### src/rtl/time_set_ctrl_pkg.sv
// Shared types and constants for the time-setting controller and its key front end.
package time_set_ctrl_pkg;

    typedef enum logic [1:0] {
        StIdle,
        StEditHour,
        StEditMin,
        StEditSec
    } state_e;

    typedef enum logic [2:0] {
        ActNone,
        ActMode,
        ActUp,
        ActDown,
        ActConfirm,
        ActCancel
    } action_e;

    localparam int unsigned NUM_KEYS    = 5;
    localparam int unsigned KEY_MODE    = 0;
    localparam int unsigned KEY_UP      = 1;
    localparam int unsigned KEY_DOWN    = 2;
    localparam int unsigned KEY_CONFIRM = 3;
    localparam int unsigned KEY_CANCEL  = 4;

    localparam logic [7:0] HOUR_MAX   = 8'd23;
    localparam logic [7:0] MINSEC_MAX = 8'd59;

    localparam logic [1:0] FIELD_NONE = 2'd0;
    localparam logic [1:0] FIELD_HOUR = 2'd1;
    localparam logic [1:0] FIELD_MIN  = 2'd2;
    localparam logic [1:0] FIELD_SEC  = 2'd3;

    // Simultaneous presses collapse to a single action: cancel > confirm > mode > up > down.
    function automatic action_e pick_action(input logic [NUM_KEYS-1:0] p);
        if (p[KEY_CANCEL])       return ActCancel;
        else if (p[KEY_CONFIRM]) return ActConfirm;
        else if (p[KEY_MODE])    return ActMode;
        else if (p[KEY_UP])      return ActUp;
        else if (p[KEY_DOWN])    return ActDown;
        else                     return ActNone;
    endfunction

    function automatic logic [7:0] wrap_inc(input logic [7:0] v, input logic [7:0] max);
        return (v >= max) ? 8'd0 : v + 8'd1;
    endfunction

    function automatic logic [7:0] wrap_dec(input logic [7:0] v, input logic [7:0] max);
        return (v == 8'd0 || v > max) ? max : v - 8'd1;
    endfunction

    function automatic logic [1:0] field_of(input state_e s);
        case (s)
            StEditHour: return FIELD_HOUR;
            StEditMin:  return FIELD_MIN;
            StEditSec:  return FIELD_SEC;
            default:    return FIELD_NONE;
        endcase
    endfunction

endpackage

### src/rtl/time_set_ctrl_key_debounce.sv
// Single-key front end: 2-flop synchronizer, consecutive-mismatch debounce filter and
// registered rising-edge press pulse.
module key_debounce #(
    parameter int unsigned DEB_CYCLES = 1000000
) (
    input  logic clk,
    input  logic rst,
    input  logic din,
    output logic level,
    output logic press
);

    localparam int unsigned CW = (DEB_CYCLES > 1) ? $clog2(DEB_CYCLES) : 1;
    localparam logic [CW-1:0] CntMax = CW'(DEB_CYCLES - 1);

    logic          sync1_q, sync1_d;
    logic          sync2_q, sync2_d;
    logic          level_q, level_d;
    logic          press_q, press_d;
    logic [CW-1:0] cnt_q, cnt_d;

    always_comb begin
        sync1_d = din;
        sync2_d = sync1_q;
        level_d = level_q;
        press_d = 1'b0;
        cnt_d   = '0;
        // Accept on the DEB_CYCLES-th consecutive mismatch; any agreement clears the count.
        if (sync2_q != level_q) begin
            if (cnt_q == CntMax) begin
                level_d = sync2_q;
                press_d = sync2_q;
            end else begin
                cnt_d = cnt_q + 1'b1;
            end
        end
    end

    always_ff @(posedge clk) begin
        if (!rst) begin
            sync1_q <= 1'b0;
            sync2_q <= 1'b0;
            level_q <= 1'b0;
            press_q <= 1'b0;
            cnt_q   <= '0;
        end else begin
            sync1_q <= sync1_d;
            sync2_q <= sync2_d;
            level_q <= level_d;
            press_q <= press_d;
            cnt_q   <= cnt_d;
        end
    end

    assign level = level_q;
    assign press = press_q;

endmodule

### src/rtl/time_set_ctrl.sv
// Push-button time editor: debounces five keys, edits a copy of the running time field by
// field and hands it back to the timekeeping stage with a one-cycle load pulse.
module time_set_ctrl
    import time_set_ctrl_pkg::*;
#(
    parameter int unsigned DEB_CYCLES   = 1000000,
    parameter int unsigned BLINK_CYCLES = 25000000
) (
    input  logic       clk,
    input  logic       rst,
    input  logic [4:0] key,
    input  logic [7:0] cur_hour,
    input  logic [7:0] cur_min,
    input  logic [7:0] cur_sec,
    output logic [7:0] set_hour,
    output logic [7:0] set_min,
    output logic [7:0] set_sec,
    output logic       load,
    output logic       editing,
    output logic [1:0] field_sel,
    output logic       blink
);

    localparam int unsigned BW = (BLINK_CYCLES > 1) ? $clog2(BLINK_CYCLES) : 1;
    localparam logic [BW-1:0] BlinkMax = BW'(BLINK_CYCLES - 1);

    logic [NUM_KEYS-1:0] key_press;
    logic [NUM_KEYS-1:0] unused_key_level;
    action_e             act;

    for (genvar i = 0; i < NUM_KEYS; i++) begin : g_key
        key_debounce #(
            .DEB_CYCLES (DEB_CYCLES)
        ) u_key_debounce (
            .clk   (clk),
            .rst   (rst),
            .din   (key[i]),
            .level (unused_key_level[i]),
            .press (key_press[i])
        );
    end

    state_e        state_q, state_d;
    logic [7:0]    hour_q, hour_d;
    logic [7:0]    min_q, min_d;
    logic [7:0]    sec_q, sec_d;
    logic          load_q, load_d;
    logic          editing_q, editing_d;
    logic [1:0]    field_sel_q, field_sel_d;
    logic          blink_q, blink_d;
    logic [BW-1:0] blink_cnt_q, blink_cnt_d;
    logic          blink_restart;

    assign act = pick_action(key_press);

    always_comb begin
        state_d       = state_q;
        hour_d        = hour_q;
        min_d         = min_q;
        sec_d         = sec_q;
        load_d        = 1'b0;
        blink_restart = 1'b0;

        if (state_q == StIdle) begin
            if (act == ActMode) begin
                hour_d        = cur_hour;
                min_d         = cur_min;
                sec_d         = cur_sec;
                state_d       = StEditHour;
                blink_restart = 1'b1;
            end
        end else begin
            case (act)
                ActMode: begin
                    case (state_q)
                        StEditHour: state_d = StEditMin;
                        StEditMin:  state_d = StEditSec;
                        default:    state_d = StEditHour;
                    endcase
                    blink_restart = 1'b1;
                end
                ActUp, ActDown: begin
                    case (state_q)
                        StEditHour: hour_d = (act == ActUp) ? wrap_inc(hour_q, HOUR_MAX)
                                                            : wrap_dec(hour_q, HOUR_MAX);
                        StEditMin:  min_d  = (act == ActUp) ? wrap_inc(min_q, MINSEC_MAX)
                                                            : wrap_dec(min_q, MINSEC_MAX);
                        default:    sec_d  = (act == ActUp) ? wrap_inc(sec_q, MINSEC_MAX)
                                                            : wrap_dec(sec_q, MINSEC_MAX);
                    endcase
                    blink_restart = 1'b1;
                end
                ActConfirm: begin
                    load_d  = 1'b1;
                    state_d = StIdle;
                end
                ActCancel: state_d = StIdle;
                default: ;
            endcase
        end

        editing_d   = (state_d != StIdle);
        field_sel_d = field_of(state_d);

        // Blink phase restarts high on every visible edit so the field is never blanked
        // right after the user touches it.
        if (state_d == StIdle) begin
            blink_d     = 1'b0;
            blink_cnt_d = '0;
        end else if (blink_restart) begin
            blink_d     = 1'b1;
            blink_cnt_d = '0;
        end else if (blink_cnt_q == BlinkMax) begin
            blink_d     = ~blink_q;
            blink_cnt_d = '0;
        end else begin
            blink_d     = blink_q;
            blink_cnt_d = blink_cnt_q + 1'b1;
        end
    end

    always_ff @(posedge clk) begin
        if (!rst) begin
            state_q     <= StIdle;
            hour_q      <= 8'd0;
            min_q       <= 8'd0;
            sec_q       <= 8'd0;
            load_q      <= 1'b0;
            editing_q   <= 1'b0;
            field_sel_q <= FIELD_NONE;
            blink_q     <= 1'b0;
            blink_cnt_q <= '0;
        end else begin
            state_q     <= state_d;
            hour_q      <= hour_d;
            min_q       <= min_d;
            sec_q       <= sec_d;
            load_q      <= load_d;
            editing_q   <= editing_d;
            field_sel_q <= field_sel_d;
            blink_q     <= blink_d;
            blink_cnt_q <= blink_cnt_d;
        end
    end

    assign set_hour  = hour_q;
    assign set_min   = min_q;
    assign set_sec   = sec_q;
    assign load      = load_q;
    assign editing   = editing_q;
    assign field_sel = field_sel_q;
    assign blink     = blink_q;

endmodule

### config.mk
export PLATFORM = sky130hd
export DESIGN_NAME = time_set_ctrl
export DESIGN_NICKNAME = d
export VERILOG_FILES = /design/src/rtl/time_set_ctrl_pkg.sv /design/src/rtl/time_set_ctrl_key_debounce.sv /design/src/rtl/time_set_ctrl.sv
export SDC_FILE = /design/constraint.sdc
export NUM_CORES = 1
export LEC_CHECK = 0
export CAP_MARGIN = 0
export CORE_AREA = 2 2 121 123
export CTS_BUF_LIST = sky130_fd_sc_hd__clkbuf_2
export DETAILED_ROUTE_END_ITERATION = 8
export DIE_AREA = 0 0 123 125
export PLACE_DENSITY_LB_ADDON = 0.05
export SYNTH_ARGS = -nofsm -noshare
export SYNTH_HDL_FRONTEND = slang
export SYNTH_SLANG_ARGS = --single-unit
### constraint.sdc
create_clock -name clk -period 2.59 [get_ports clk]
set_clock_uncertainty 0.05 [all_clocks]
set_input_delay 0.6475 -clock clk [delete_from_list [all_inputs] [get_ports clk]]
set_output_delay 0.6475 -clock clk [all_outputs]
set_load 0.02 [all_outputs]
==> results of run 1 <==
-- cells in the final DEF (no fill, tap or decap), types with 22 or more instances in the layout --
cell	n
xor2_1	83
xnor2_1	43
dfxtp_1	160
clkdlybuf4s50_1	34
a21oi_1	32
nand2_1	67
nand4_1	35
inv_1	22
buf_4	24
nor3_1	28
nor2_1	139
nand3_1	56
and3_1	27
-- layout make-up --
class	count	area, µm²	area share
inverters	23	86.33	0.009067
diodes	1	2.502	0.0002628
clock inverters	15	137.6	0.01445
repair buffers	84	782.0	0.08213
clock buffers	17	85.08	0.008936
flip-flops and latches	175	3535	0.3712
well taps	184	230.2	0.02418
multi-input cells	735	4663	0.4898
-- worst min-delay path by stage --
stage / startpoint / end / cells past startpoint
after global routing: rst / blink / 3
after global placement: g_key[1].u_key_debounce.sync1_q / g_key[1].u_key_debounce.sync2_q / 1
final: rst / editing / 3
after CTS: rst / blink / 3
after floorplan: g_key[0].u_key_debounce.sync1_q / g_key[0].u_key_debounce.sync2_q / 1
after detailed placement: g_key[3].u_key_debounce.sync1_q / g_key[3].u_key_debounce.sync2_q / 1
-- through the flow --
stage | hold WS [ns] | util
after floorplan | 0.3619 | -
after global placement | 0.3665 | 0.6526
after detailed placement | 0.3689 | 0.6526
after CTS | 0.1641 | 0.6690
after global routing | 0.1688 | 0.6704
final | 0.2261 | 0.6704
-- metal layers --
metal / GRT usage / vias to the layer above / wire [µm]
met5: 0 / - / 0
met4: 0.08356 / 0 / 291
met3: 0.05520 / 27 / 886
met2: 0.3741 / 137 / 8197
met1: 0.3115 / 3236 / 8333
li1: - / 3553 / -
-- power by group through the flow --
stage               Clock, mW  Sequential (mW)  Combinational [mW]
global placement            0             2.77               0.101
detailed placement          0             2.77               0.101
CTS                      1.39             2.71               0.101
finish                   1.35             2.71               0.101
global route             1.51             2.72               0.109
floorplan                   0             2.77              0.0394
-- worst min-delay path, stage by stage --
cell,delay (ns)
buf_2,0.17
o31ai_1,0.13
inv_1,0.06
-- kinds of logic after synthesis --
group / count (synthesis) / share of synthesized area
mux: 5 / 0.005899
xor+xnor: 126 / 0.1301
buf+inv: 70 / 0.03819
flops: 175 / 0.4129
compound gates: 117 / 0.09940
simple gates: 472 / 0.2914
fa+ha+maj: 15 / 0.02212
-- registers in the layout (all words and copies together), names as in the netlist, 8 cells and up --
register and flops:
blink_cnt_q 25, g_key.u_key_debounce.cnt_q 100, set_hour 8, set_min 8
set_sec 8
==> metrics, run 1 <==
post-CTS setup repair buffer count 0; RSZ-0062 raised after global routing no; # nets final 1,082; clk sinks 175; WL/cell about 14 µm; Startpoint Class flop; Post-Route WL 17,710 µm; leakage 3.408 nW; Post-Layout Cell Count 1,234; placed cells 1,201; drt pass-1 iters 7; Overflow after GRT 0; layout cells sized above 1 0.1020; PortBufs 59; Sw Pwr 1.037 mW; DR DRC count 0; actual slew at the worst max-slew pin slightly below 0.8 ns; fill cell count 1,244; Max Cap Violations 0; Synth Register Bits 175; worst setup path category flop to output pin; hold buffers post-CTS 0; register area share after synthesis 0.4129; vias per cell ~5.6; PwrDens 436.9 nW/µm²; Starting Density 0.5973; Worst Reg2Reg Path Length in Cells 8; worst setup margin 0.1097 ns; PostCTS Resize Cnt 37; vias 6,953; CP endpoint set_sec[5]; status completed; Final Setup Violations 0; crit-path leading delay family buffers and inverters; First DRT Iteration DRCs 407; dpl cell area a little over 9000 µm²; Die H between 100 and 150 µm; number of synthesized flops with an enable pin 0; worst min-delay path class primary input to flop; Critical Path Stages 1; endpoints failing hold 0; worst r2r src field_sel[0]; warnings from Yosys 0; Unique masters post-synth slightly below 70; Critical Path AT 1.78 ns; clk_lat worst skew 0.75 ns; area grow syn2layout 12.23%; critical-path cell list clkdlybuf4s50_1; combinational share of power 0.024; CP bufs+invs 1; H-tree levels 4; largest net degree at the start of global routing 34; Tmin final 2.480 ns; top cell type's share of synthesized area 0.4129; ys async rst share 0; total track usage 0.2351; top_reg_cell synth dfxtp_1; CP max stage delay 0.61 ns; CTS root buf clkbuf_2; total negative slack 0 ns; Max Root-Sink Buffers 2; most frequent cells after synthesis dfxtp_1 (175), nor2_1 (139), xor2_1 (83), nand2_1 (67), nand3_1 (56); initial antenna violation count 1; Die X ~120 µm; reg2reg setup slack around 0.29 ns; Inserted Clock Buffers 17; design area 9522 µm²; peak supply drop 434.9 µV; fin. max-slew vios 0; Post-Syn Nets 1,026; global-route wire length before repair 29,550 µm; Slew HR 0.4741; CP Capture Type output pin; GP Congestion about 0.84; count leader, synth dfxtp_1; fin crit share 0.9577; Cells after Synth 980; Critical-path top delay cell clkdlybuf4s50_1; Worst-path clk slew 0.26 ns; Crit. Startpoint set_sec[5]; R2R Path End set_sec[4]; total power slightly above 4 mW; sequential power share 0.652; TritonCTS clock tree built; sw frac 0.2494; I/O pin total 60; core area 14,200 µm²; max frequency 403.2 MHz; synthesized area per cell slightly below 9 µm²; post-DP HPWL ~13,000 µm; internal power about 3.1 mW; Placement Setup Slack 0.2703 ns; cell accounting for the most synthesized area dfxtp_1; post-synthesis instance area 8484 µm²; Post-DRT Antenna Nets 0; Worst EP required 1.89 ns; Core Rows 44; clock group share of total power 0.324; die area 15,380 µm²; Crit Path Max Fanout 2; vias in the first global route between 6,000 and 7,000; top cells by area, synth dfxtp_1 (41%), xor2_1 (8.6%), nor2_1 (6.1%)
No activity file was read; power rests on OpenSTA's default activity.
==> run 2: changes to the inputs <==
CORE_AREA = 3 3 124 126   (was 2 2 121 123)
DIE_AREA = 0 0 127 129   (was 0 0 123 125)
SYNTH_HIERARCHICAL = 1   (was unset)
==> metrics, run 2 <==
placed cells between 1,000 and 1,500; endpoints failing hold 0; Regs by FF count g_key.u_key_debounce/cnt_q x100, blink_cnt_q x25; Max Cap Violations 0; top cell type's share of synthesized area 0.4026; top cells by area, synth dfxtp_1 (40%), xnor2_1 (6.6%), nor2_1 (5.7%); CTS root buf clkbuf_2; Synth Register Bits between 150 and 200; Post-Layout Cell Count approximately 1,200; R2R Path End blink_cnt_q[20]; max FFs per register 100; H-tree levels 4; TritonCTS clock tree built; RSZ-0062 raised after global routing no; most common cell after layout, fill and taps aside dfxtp_1; Critical Path AT roughly 1.8 ns; Worst EP required 1.89 ns; warnings from Yosys 6; layout cells sized above 1 0.08388; design area 9717 µm²; synthesized area per cell 8.720 µm²; fin. max-slew vios 0; largest net degree at the start of global routing 39; CP max stage delay 0.62 ns; I/O pin total 60; # nets final ~1,100; crit-path leading delay family buffers and inverters; worst r2r src field_sel[0]; CP endpoint set_hour[2]; Top reg by flops g_key.u_key_debounce/cnt_q; Core Rows 44; status completed; Tmin final 2.467 ns; worst min-delay path class flop to flop; count leader, synth dfxtp_1; First DRT Iteration DRCs 575; post-synthesis instance area 8702 µm²; drt pass-1 iters 5; dpl cell area around 9400 µm²; critical-path cell list clkdlybuf4s50_1; post-DP HPWL 12,300 µm; number of synthesized flops with an enable pin 0; die area about 16,000 µm²; clk sinks 175; Crit. Startpoint set_hour[2]; reg2reg setup slack 0.26 ns; Post-Route WL 17,780 µm; CP Capture Type output pin; antenna cells 0; Post-Syn Nets 1,044; worst setup path category flop to output pin; total track usage 0.2200; worst setup margin 0.1230 ns; vias per cell 5.878; register area share after synthesis 0.4026; Starting Density 0.6033; Placement Setup Slack around 0.27 ns; PortBufs 59; Cells after Synth 998; Die H ~130 µm; core area 14,420 µm²; Die X roughly 130 µm; vias in the first global route ~6,600; hold depth 1; most frequent cells after synthesis dfxtp_1 (175), nor2_1 (132), xnor2_1 (66), nand3_1 (60), a21oi_1 (54); Inserted Clock Buffers 17; Overflow after GRT 0; commonest non-fill, non-tap cells in the layout dfxtp_1 (160), nor2_1 (132), xnor2_1 (66), nand3_1 (60), a21oi_1 (54); GP Congestion 0.8537; top_reg_cell synth dfxtp_1; Worst-path clk slew 0.23 ns; Post-DRT Antenna Nets 0; total negative slack 0 ns; Critical-path top delay cell clkdlybuf4s50_1; fin crit share 0.9525; Final Setup Violations 0; PwrDens about 440 nW/µm²; Crit Path Max Fanout 12; Unique masters post-synth 74; cell accounting for the most synthesized area dfxtp_1; Critical Path Stages 1; Slew HR 0.4795; global-route wire length before repair 30,620 µm; Max Root-Sink Buffers 2; Startpoint Class flop; hold buffers post-CTS 0; actual slew at the worst max-slew pin 0.7807 ns; leakage roughly 3.2 nW; final core utilization 0.6737; area grow syn2layout 11.66%; vias 7,318; DR DRC count 0; clk_lat worst skew roughly 0.69 ns; max frequency 405.4 MHz; Worst Reg2Reg Path Length in Cells 10; WL/cell 14.28 µm; ys async rst share 0; CP bufs+invs 1; initial antenna violation count 0; peak supply drop around 330 µV
==> run 2: cell types whose count changed after synthesis, sizes merged, moves of 10 or more <==
cell,previous run,this run
xnor2,43,66
or3,4,27
o31ai,1,24
a21oi,33,54
inv,23,38
and4,15,3
nor2,159,132
and2,14,25
xor2,83,37
clkbuf,26,16
nand3b,13,1
nor4,16,27
or4,1,16
nand2,67,52
==> run 2: final cells by class <==
cell class,instances,area (µm²)
fillers,1242,4707
multi-input cells,748,4832
clock inverters,11,166.4
clock buffers,18,90.09
well taps,184,230.2
repair buffers,71,710.7
flip-flops and latches,175,3545
inverters,38,142.6
==> run 2: through the flow <==
step                      hold WS [ns]  power [mW]
after global placement          0.3656       2.858
final                           0.4052       4.314
after detailed placement        0.3690       2.858
after global routing            0.3685       4.493
after CTS                       0.3869       4.371
after floorplan                 0.3618       2.798
==> run 2: what timing repair did <==
action	4_1_cts	5_1_grt
gates resized for setup	23	16
cloned	0	0
endpoints found under the setup margin	16	16
setup buffers	0	0
==> run 2: per-layer routing <==
metal  up-vias  GRT usage  wire length (µm)
met4         0    0.05994               187
met5         -          0                 0
met3        17    0.04566               747
met2       163     0.3499              8034
met1      3413     0.3060              8808
li1       3725          -                 -
==> run 2: where the power goes <==
group	total [mW]	leakage, nW	switching [mW]	internal (mW)
clock network	1.52	0.150	0.896	0.621
logic	0.0927	1.62	0.0395	0.0531
registers	2.70	1.42	0.00498	2.70
==> run 2: logic make-up after synthesis <==
family	Yosys count	share of synthesized area
XOR/XNOR	103	0.1037
flip-flops	175	0.4026
buffers and inverters	75	0.04313
AO/OA/AOI/OAI	165	0.1416
adder cells (fa/ha/maj)	16	0.02272
AND/OR/NAND/NOR	464	0.2863
==> run 2: how the worst min path moves through the flow <==
stage / start / to
global route: cur_min[6] / set_min[6]
CTS: cur_min[6] / set_min[6]
finish: blink_cnt_q[0] / blink_cnt_q[0]
floorplan: blink_cnt_q[0] / blink_cnt_q[0]
detailed placement: g_key[3].u_key_debounce/sync1_q / g_key[3].u_key_debounce/sync2_q
global placement: g_key[1].u_key_debounce/sync1_q / g_key[1].u_key_debounce/sync2_q
